$ cat src/rtl/car_wipe_acc.sv
// ---------------------------------------------------------------------------
// car_wipe_acc
//
// Carrier wipe-off and integrate-and-dump stage that sits directly behind the
// carrier NCO. Each qualified IF sample is multiplied by the NCO cosine and
// sine, the I/Q products are summed over a programmable number of samples, and
// every integration result is offered to the tracking-loop discriminator on a
// valid/ready port. Sums saturate instead of wrapping, and a result that is
// overwritten before being taken is flagged.
//
// Pipeline:
//   stage 1  : capture sample, cos, sin               (s1_*)
//   stage 2  : full-precision signed products         (p_*)
//   acc stage: saturating accumulate, count, dump     (acc_*, cnt, tx_*)
// A sample captured at edge n is accumulated (and, if it is the Nth, dumped)
// at edge n+2. One sample per clock is sustained with no bubbles.
//
// Parameters:
//   IN_W   width of IF sample and carrier inputs (signed)
//   ACC_W  accumulator and output width (signed), must be >= 2*IN_W
//   CNT_W  width of the integration length and sample counter
//
// Ports:
//   rx_clk        sole clock, rising edge
//   rx_rst        asynchronous active-high reset
//   rx_if_data    signed IF sample
//   rx_if_valid   qualifies rx_if_data / rx_car_cos / rx_car_sin
//   rx_car_cos    signed NCO cosine, time-aligned with rx_if_data
//   rx_car_sin    signed NCO sine, time-aligned with rx_if_data
//   rx_int_len    samples per integration (N); 0 disables integration
//   rx_restart    synchronous flush of pipeline, sums, counter, output, flags
//   rx_acc_ready  consumer ready
//   tx_acc_i      integrated in-phase sum
//   tx_acc_q      integrated quadrature sum
//   tx_acc_valid  tx_acc_i / tx_acc_q hold an untransferred result
//   tx_overrun    sticky: an untransferred result was overwritten
//   tx_sat        sticky: an accumulation clamped
// ---------------------------------------------------------------------------
module car_wipe_acc #(
  parameter int IN_W  = 8,
  parameter int ACC_W = 32,
  parameter int CNT_W = 16
) (
  input  logic                    rx_clk,
  input  logic                    rx_rst,
  input  logic signed [IN_W-1:0]  rx_if_data,
  input  logic                    rx_if_valid,
  input  logic signed [IN_W-1:0]  rx_car_cos,
  input  logic signed [IN_W-1:0]  rx_car_sin,
  input  logic        [CNT_W-1:0] rx_int_len,
  input  logic                    rx_restart,
  input  logic                    rx_acc_ready,
  output logic signed [ACC_W-1:0] tx_acc_i,
  output logic signed [ACC_W-1:0] tx_acc_q,
  output logic                    tx_acc_valid,
  output logic                    tx_overrun,
  output logic                    tx_sat
);

  localparam int PROD_W = 2 * IN_W;

  // -------------------------------------------------------------------------
  // Stage 1: sample capture
  // -------------------------------------------------------------------------
  logic                   s1_valid;
  logic signed [IN_W-1:0] s1_if;
  logic signed [IN_W-1:0] s1_cos;
  logic signed [IN_W-1:0] s1_sin;

  // NOTE: every register in this file is updated with non-blocking (<=)
  // assignments so all flops sample their inputs from the same pre-edge state;
  // blocking assignments here would let later statements see already-updated
  // values and silently collapse pipeline stages.
  // NOTE: the data registers are reset along with the valids even though the
  // valids alone gate their use; it keeps outputs and simulation free of X and
  // costs nothing on flop-based storage (this is not a memory array).
  always_ff @(posedge rx_clk or posedge rx_rst) begin
    if (rx_rst) begin
      s1_valid <= 1'b0;
      s1_if    <= '0;
      s1_cos   <= '0;
      s1_sin   <= '0;
    end else if (rx_restart) begin
      // A sample presented together with restart is discarded.
      s1_valid <= 1'b0;
    end else begin
      s1_valid <= rx_if_valid;
      if (rx_if_valid) begin
        s1_if  <= rx_if_data;
        s1_cos <= rx_car_cos;
        s1_sin <= rx_car_sin;
      end
    end
  end

  // -------------------------------------------------------------------------
  // Stage 2: carrier wipe-off products
  // -------------------------------------------------------------------------
  // Operands are sign-extended to the product width first; the low PROD_W
  // bits of the product of two sign-extended values are the exact signed
  // product, so no signedness rules of the multiply operator are relied on.
  logic [PROD_W-1:0] if_x;
  logic [PROD_W-1:0] cos_x;
  logic [PROD_W-1:0] sin_x;
  logic [PROD_W-1:0] prod_i;
  logic [PROD_W-1:0] prod_q;

  assign if_x   = {{IN_W{s1_if[IN_W-1]}},  s1_if};
  assign cos_x  = {{IN_W{s1_cos[IN_W-1]}}, s1_cos};
  assign sin_x  = {{IN_W{s1_sin[IN_W-1]}}, s1_sin};
  assign prod_i = if_x * cos_x;
  assign prod_q = if_x * sin_x;

  logic                    p_valid;
  logic signed [ACC_W-1:0] p_i;
  logic signed [ACC_W-1:0] p_q;

  always_ff @(posedge rx_clk or posedge rx_rst) begin
    if (rx_rst) begin
      p_valid <= 1'b0;
      p_i     <= '0;
      p_q     <= '0;
    end else if (rx_restart) begin
      p_valid <= 1'b0;
    end else begin
      p_valid <= s1_valid;
      if (s1_valid) begin
        p_i <= {{(ACC_W-PROD_W){prod_i[PROD_W-1]}}, prod_i};
        p_q <= {{(ACC_W-PROD_W){prod_q[PROD_W-1]}}, prod_q};
      end
    end
  end

  // -------------------------------------------------------------------------
  // Accumulate stage: saturating add, sample count, dump decision
  // -------------------------------------------------------------------------
  logic signed [ACC_W-1:0] acc_i;
  logic signed [ACC_W-1:0] acc_q;
  logic        [CNT_W-1:0] cnt;
  logic        [CNT_W-1:0] n_lat;

  // One guard bit above the accumulator: overflow is visible as the two top
  // bits of the wide sum disagreeing.
  logic [ACC_W:0]     sum_i_w;
  logic [ACC_W:0]     sum_q_w;
  logic [ACC_W-1:0]   sum_i;
  logic [ACC_W-1:0]   sum_q;
  logic               clip_i;
  logic               clip_q;
  logic [CNT_W-1:0]   cnt_inc;
  logic               acc_en;
  logic               dump;

  function automatic logic [ACC_W-1:0] clamp(input logic [ACC_W:0] w);
    logic [ACC_W-1:0] r;
    r = w[ACC_W-1:0];
    if (w[ACC_W] != w[ACC_W-1]) begin
      // Sign of the wide sum tells which rail was crossed.
      r = w[ACC_W] ? {1'b1, {(ACC_W-1){1'b0}}} : {1'b0, {(ACC_W-1){1'b1}}};
    end
    return r;
  endfunction

  // NOTE: each always_comb output is given a value on every path (defaults
  // first, then overrides); a path that leaves one unassigned would infer a
  // latch.
  always_comb begin
    sum_i_w = {acc_i[ACC_W-1], acc_i} + {p_i[ACC_W-1], p_i};
    sum_q_w = {acc_q[ACC_W-1], acc_q} + {p_q[ACC_W-1], p_q};
    sum_i   = clamp(sum_i_w);
    sum_q   = clamp(sum_q_w);
    clip_i  = sum_i_w[ACC_W] ^ sum_i_w[ACC_W-1];
    clip_q  = sum_q_w[ACC_W] ^ sum_q_w[ACC_W-1];
    cnt_inc = cnt + {{(CNT_W-1){1'b0}}, 1'b1};
    // N = 0 disables integration: products are dropped and nothing counts.
    acc_en  = p_valid && (n_lat != '0);
    dump    = acc_en && (cnt_inc == n_lat);
  end

  always_ff @(posedge rx_clk or posedge rx_rst) begin
    if (rx_rst) begin
      acc_i        <= '0;
      acc_q        <= '0;
      cnt          <= '0;
      n_lat        <= '0;
      tx_acc_i     <= '0;
      tx_acc_q     <= '0;
      tx_acc_valid <= 1'b0;
      tx_overrun   <= 1'b0;
      tx_sat       <= 1'b0;
    end else if (rx_restart) begin
      // Restart overrides everything else on this edge. n_lat is left alone:
      // cnt is now 0, so the next edge re-latches it from rx_int_len.
      acc_i        <= '0;
      acc_q        <= '0;
      cnt          <= '0;
      tx_acc_valid <= 1'b0;
      tx_overrun   <= 1'b0;
      tx_sat       <= 1'b0;
    end else begin
      // The length only follows rx_int_len between integrations, so a change
      // never truncates or stretches the integration in progress.
      if (cnt == '0) begin
        n_lat <= rx_int_len;
      end

      if (acc_en) begin
        if (clip_i || clip_q) begin
          tx_sat <= 1'b1;
        end
        if (dump) begin
          acc_i <= '0;
          acc_q <= '0;
          cnt   <= '0;
        end else begin
          acc_i <= sum_i;
          acc_q <= sum_q;
          cnt   <= cnt_inc;
        end
      end

      // Output port. A dump always loads and asserts valid; only a dump onto
      // a result the consumer is not taking this edge counts as an overrun.
      if (dump) begin
        tx_acc_i     <= sum_i;
        tx_acc_q     <= sum_q;
        tx_acc_valid <= 1'b1;
        if (tx_acc_valid && !rx_acc_ready) begin
          tx_overrun <= 1'b1;
        end
      end else if (tx_acc_valid && rx_acc_ready) begin
        tx_acc_valid <= 1'b0;
      end
    end
  end

endmodule

$ cat config.mk
export PLATFORM = sky130hd
export DESIGN_NAME = car_wipe_acc
export DESIGN_NICKNAME = d
export VERILOG_FILES = /design/src/rtl/car_wipe_acc.sv
export SDC_FILE = /design/constraint.sdc
export NUM_CORES = 1
export LEC_CHECK = 0
export BUFFER_PORTS_ARGS = -buffer_cell sky130_fd_sc_hd__buf_2
export CORE_MARGIN = 2
export CORE_UTILIZATION = 45
export DETAILED_ROUTE_END_ITERATION = 8
export RECOVER_POWER = 100
export SYNTH_ARGS = -nofsm -noshare
export SYNTH_HDL_FRONTEND = slang
export SYNTH_SLANG_ARGS = --single-unit
$ cat constraint.sdc
create_clock -name rx_clk -period 8.45 [get_ports rx_clk]
set_input_delay 1.69 -clock rx_clk [delete_from_list [all_inputs] [get_ports rx_clk]]
set_output_delay 1.69 -clock rx_clk [all_outputs]
set_load 0.02 [all_outputs]
---- After elaboration in Yosys (flattened, before gate mapping) ----
Cells that the tools add are included.
storage, ports and cells
  flip-flop bits (word level) ............. 221
  input port bits ......................... 45
  output and inout bits ................... 67
cells by class
  $add $sub $neg .......................... 3
  $mul .................................... 2
  equality and inequality tests ........... 3
  muxes and demuxes ....................... 24
  bitwise operators ....................... 3
  reductions and logical operators ........ 19
operator list
  cell                                            count
  two-way mux 32 bit                              10
  adder 32 x 16 -> 33 bit                         2
  two-way mux 16 bit                              3
  multiplier 8 x 8 -> 16 bit                      2
  adder 16 x 1 -> 16 bit (second input constant)  1
  equality test 16 bit                            1
  zero test 16 bit                                1
  nonzero test 16 bit                             1
  AND reduction 2 bit                             6
  two-way mux 1 bit                               11
  nonzero test 2 bit                              4
  logical AND 1 bit                               4
  nonzero test 3 bit                              1
  != test 1 bit                                   2
  bitwise XOR 1 bit                               2
  zero test 1 bit                                 1
  logical OR 1 bit                                1
  inverter 1 bit                                  1

---- Logic depth before layout (Yosys ltp) ----
  depth in word-level cells ............... 6
  gate-level depth with buffers ........... 20
  mapped depth without buffers ............ 19

---- Least setup slack after synthesis ----
Ideal clock, no wire load.
  path kind ............................... reg-to-reg
  from .................................... register s1_if[7]
  to ...................................... register p_i[14]
  arrival time ............................ 4,358 ps
  data required time ...................... 8,322 ps
  slack ................................... 3,964 ps
  cell stages (with the launch flop) ...... 20
  buffers on the path ..................... 1
  clock period less this slack ............ 4,486 ps
  cell sequence ........................... dfrtp_1 > clkbuf_1 > and2_1 > fa_1 > inv_1 > fa_1 > inv_1 > fa_1 > inv_1 > fa_1 > inv_1 > ha_1 > o21ai_0 > nand2b_1 > a21o_1 > a21o_1 > a21o_1 > a31o_2 > mux2i_1 > nand3_1
between the ends
  cells in the longest elaborated chain, start to end .. 1
RTL lines
  item                        RTL line  source
  from (decl)                 66        logic signed [IN_W-1:0] s1_if;
  from (signal assigned)      89        s1_if <= rx_if_data;
  multiplier 8 x 8 -> 16 bit  111       assign prod_i = if_x * cos_x;
  to (signal assigned)        128       p_i <= {{(ACC_W-PROD_W){prod_i[PROD_W-1]}}, prod_i};
  to (decl)                   115       logic signed [ACC_W-1:0] p_i;
No other way between the ends.
A chain may end at the register's enable or synchronous reset.

---- Worst setup path in the final report ----
  from .................................... register, netlist name p_q[15]
  to ...................................... register tx_acc_q[4]
between the ends
  cells in the longest elaborated chain, start to end .. 3
  elaborated cells between the ends (all ways) .. 4
  those cells by class .................... add/sub: 1; eq/ne: 1; mux: 2
RTL lines
  item                                                 RTL line  source
  adder 32 x 16 -> 33 bit *                            169       sum_q_w = {acc_q[ACC_W-1], acc_q} + {p_q[ACC_W-1], p_q};
  two-way mux 32 bit or != test 1 bit (tied branches)  159, 157
  two-way mux 32 bit *                                 157       if (w[ACC_W] != w[ACC_W-1]) begin
  to (signal assigned)                                 226       tx_acc_q <= sum_q;
  to (decl)                                            54        output logic signed [ACC_W-1:0] tx_acc_q,
Every way passes the cells marked *; elsewhere a longest branch is shown, timed or not.

==> summary.txt <==
Clocking
  – Skew-Pair Late Insertion Delay: 590 ps
  – CTS root buf: clkbuf_16
  – Clock tree buffer depth: 3
  – Clock sinks: 221
  – Setup Fix Bufs, Post-CTS: 0
  – CTS Buf Count: 28
  – Resize count post-CTS: 0
  – CTS Hold Buffers Added: 0
  – Clock transition at the registers of the reported paths: 60 ps
  – H-tree levels: 1
  – CTS tree: done

Pwr
  – VDD IR max: 400 µV
  – Pwr/cell area: 403 mW/mm²
  – Leakage: 9.43 nW
  – Power consumption: 7.93 mW

Logic synthesis
  – Synth Cell Area: 0.0179 mm²
  – Synth cell types: 91
  – Top-count cell post-synth: dfrtp_1
  – Cell taking the most area after synthesis: dfrtp_1
  – Top_reg_cell synth: dfrtp_1
  – Top cells by count, synth: dfrtp_1, inv_1, nand2_1, ha_1, o21ai_0
  – Post-synth ARST share: 100%
  – Dominant cells by area after synthesis: dfrtp_1, fa_1, ha_1
  – Mapped Cells: 1,864
  – Top cell type's share of synthesized area: 30.9%
  – Seq/Total Area, Yosys: 30.9%
  – Post-synth EDFFs: 0
  – Synthesized area per cell: 9.60 µm²
  – FF+latch count, synth: 221
  – Synthesis Warnings: 0
  – Syn Nets: 2,149

Placement
  – Routability cong.: 0.870
  – Port bufs: 111
  – Final HPWL DP: 30,900 µm

Detailed routing
  – Initial DRT Pass Iterations: 5
  – Antenna viol nets, final: 0
  – Drt drc: 0
  – Final wirelength: 42,200 µm
  – Routed wire per std cell: 17.0 µm
  – DR iter-0 viols: 767
  – Drt via density: 5.49
  – Vias post-DR: 13.6k

STA
  – Worst Hold Slack: 468 ps
  – Fin. max-slew vios: 291
  – Final hold violation count: 0
  – Slew headroom: -192%
  – Final Setup Violations: 0
  – Max Clock Skew: 24.0 ps
  – Sum Neg Setup Slack: 0 ps
  – F_max: 167 MHz
  – Final Critical Period: 6000 ps
  – Worst-margin pin slew: 4350 ps
  – RSZ-0062 raised after global routing: no
  – Period Utilization, post-route: 71.0%

Setup path
  – Crit path kind: reg -> reg
  – WP data arrival: 6450 ps
  – CP max FO: 26
  – Endpoint class of the critical path: flip-flop
  – Startpoint types: flip-flop
  – Worst path required time: 8900 ps

Final layout
  – Fraction of layout cells with a size suffix above 1: 10.1%
  – Area growth syn-to-layout: 10.0%
  – Post-layout nets: 2,222
  – Number of fill cells: 3,758

Floorplan
  – # IOs: 112
  – Die X: 203 µm
  – Initial Util: 45.4%
  – Core Area: 0.0395 mm²
  – Die extent in y: 203 µm
  – Rows: 73
  – Die area: 0.0414 mm²

Global route
  – Pin count of the biggest net entering global routing: 98
  – Grt ovf: 0
  – GRT Overall Usage: 20.9%
  – Initial antenna violation count: 1
  – First-pass GRT wire length: 70,900 µm
  – Vias in the first global route: 13.8k

Status
  – Violated checks: max-capacitance violations, max-slew violations
  – Outcome: finished, violations left

Min path
  – Hold Path Class: reg -> reg

Job
  – Max-Cap Viols: 5
[cells by family (layout without fill, tap and decap cells)]
| group | Yosys count | count (layout) | share of synthesized area, % |
|---|---|---|---|
| buf+inv | 278 | 373 | 6.27 |
| fa+ha+maj | 240 | 240 | 21.5 |
| mux | 91 | 91 | 5.97 |
| simple gates | 493 | 493 | 14.3 |
| compound gates | 439 | 439 | 16.1 |
| other cells | 0 | 1 | 0 |
| flops | 221 | 221 | 30.9 |
| xor+xnor | 102 | 102 | 4.99 |
[layer usage]
layer / global-route usage, % / share of wire [%] / up-vias
met5: 0 / 0 / -
met4: 5.24 / 2.3 / 0
met3: 2.76 / 3.8 / 62
met2: 34.1 / 46 / 238
met1: 29.3 / 48 / 6788
li1: - / - / 6549
[cell type report]
cell class	instances	area (µm²)	area share (%)
multi-input combinational	1365	11100	56.5
tap	525	657	3.34
antenna	1	2.50	0.0127
clock inverter	19	357	1.81
inverter	200	752	3.82
sequential	221	5530	28.1
clock buffer	33	739	3.76
timing repair buffer	121	526	2.67
[worst paths after layout]
path / from / endpoint / slack (ps) / depth (start not counted)
max: p_q[15] / tx_acc_q[4] / 2450 / 14
min: tx_acc_i[28] / tx_acc_i[28] / 470 / 2
max reg2reg: p_q[15] / tx_acc_q[4] / 2450 / 14
min reg2reg: tx_acc_i[28] / tx_acc_i[28] / 470 / 2
max in group asynchronous: rx_rst / acc_q[14] / 3000 / 3
min in group asynchronous: rx_rst / tx_acc_i[30] / 2420 / 2
[flip-flops by register name (all words and copies together), names as in the netlist, 16 cells and up]
register / count
tx_acc_q: 32
p_q: 16
acc_i: 32
acc_q: 32
n_lat: 16
p_i: 16
tx_acc_i: 32
cnt: 16
[power by group]
group	total [mW]	switching, mW	internal, mW
registers	1.43	0.201	1.23
logic	5.09	3.01	2.07
clock network	1.42	0.512	0.903
[metrics by stage]
stage                     instance area (µm²)  cells  util [%]  setup WS [ps]
after floorplan                         17900   1864         -            711
after global placement                  18800   2432      47.7           3640
after detailed placement                18800   2432      47.7           3620
after CTS                               19900   2484      50.5           3570
after global routing                    19700   2484      49.9           1950
final                                   19700   2485      49.9           2450
[critical path, stage by stage (launching register included)]
cell	delay (ps)
dfrtp_1	890
ha_1	440
a21o_1	210
a21oi_1	140
nor2b_1	60
a311o_1	400
a2111oi_0	690
o21ai_0	250
a21oi_2	230
xnor2_1	140
ha_1	340
clkbuf_1	530
or2b_1	820
o21ai_0	360
mux2_2	350
[cells in the final DEF (no fill, tap or decap), types with 8 or more instances in the layout]
cell type	instances
xor2_1	36
nand2_1	183
a22o_1	41
a31oi_1	24
inv_1	197
a21o_1	39
dfrtp_1	221
or3_1	8
xnor2_1	66
mux2_2	61
nor2_1	55
nor4_1	14
ha_1	128
nand2b_1	27
o21bai_1	10
buf_2	43
nand3_1	26
mux2_1	23
a211oi_1	9
bufinv_16	9
nor2b_1	26
o21ai_0	151
clkbuf_1	75
and3_1	13
o31ai_1	12
clkbuf_16	28
nand4_1	13
nor3_1	20
a21oi_1	77
fa_1	112
and2_1	77
Note: power is estimated with default switching activity, not from simulation.
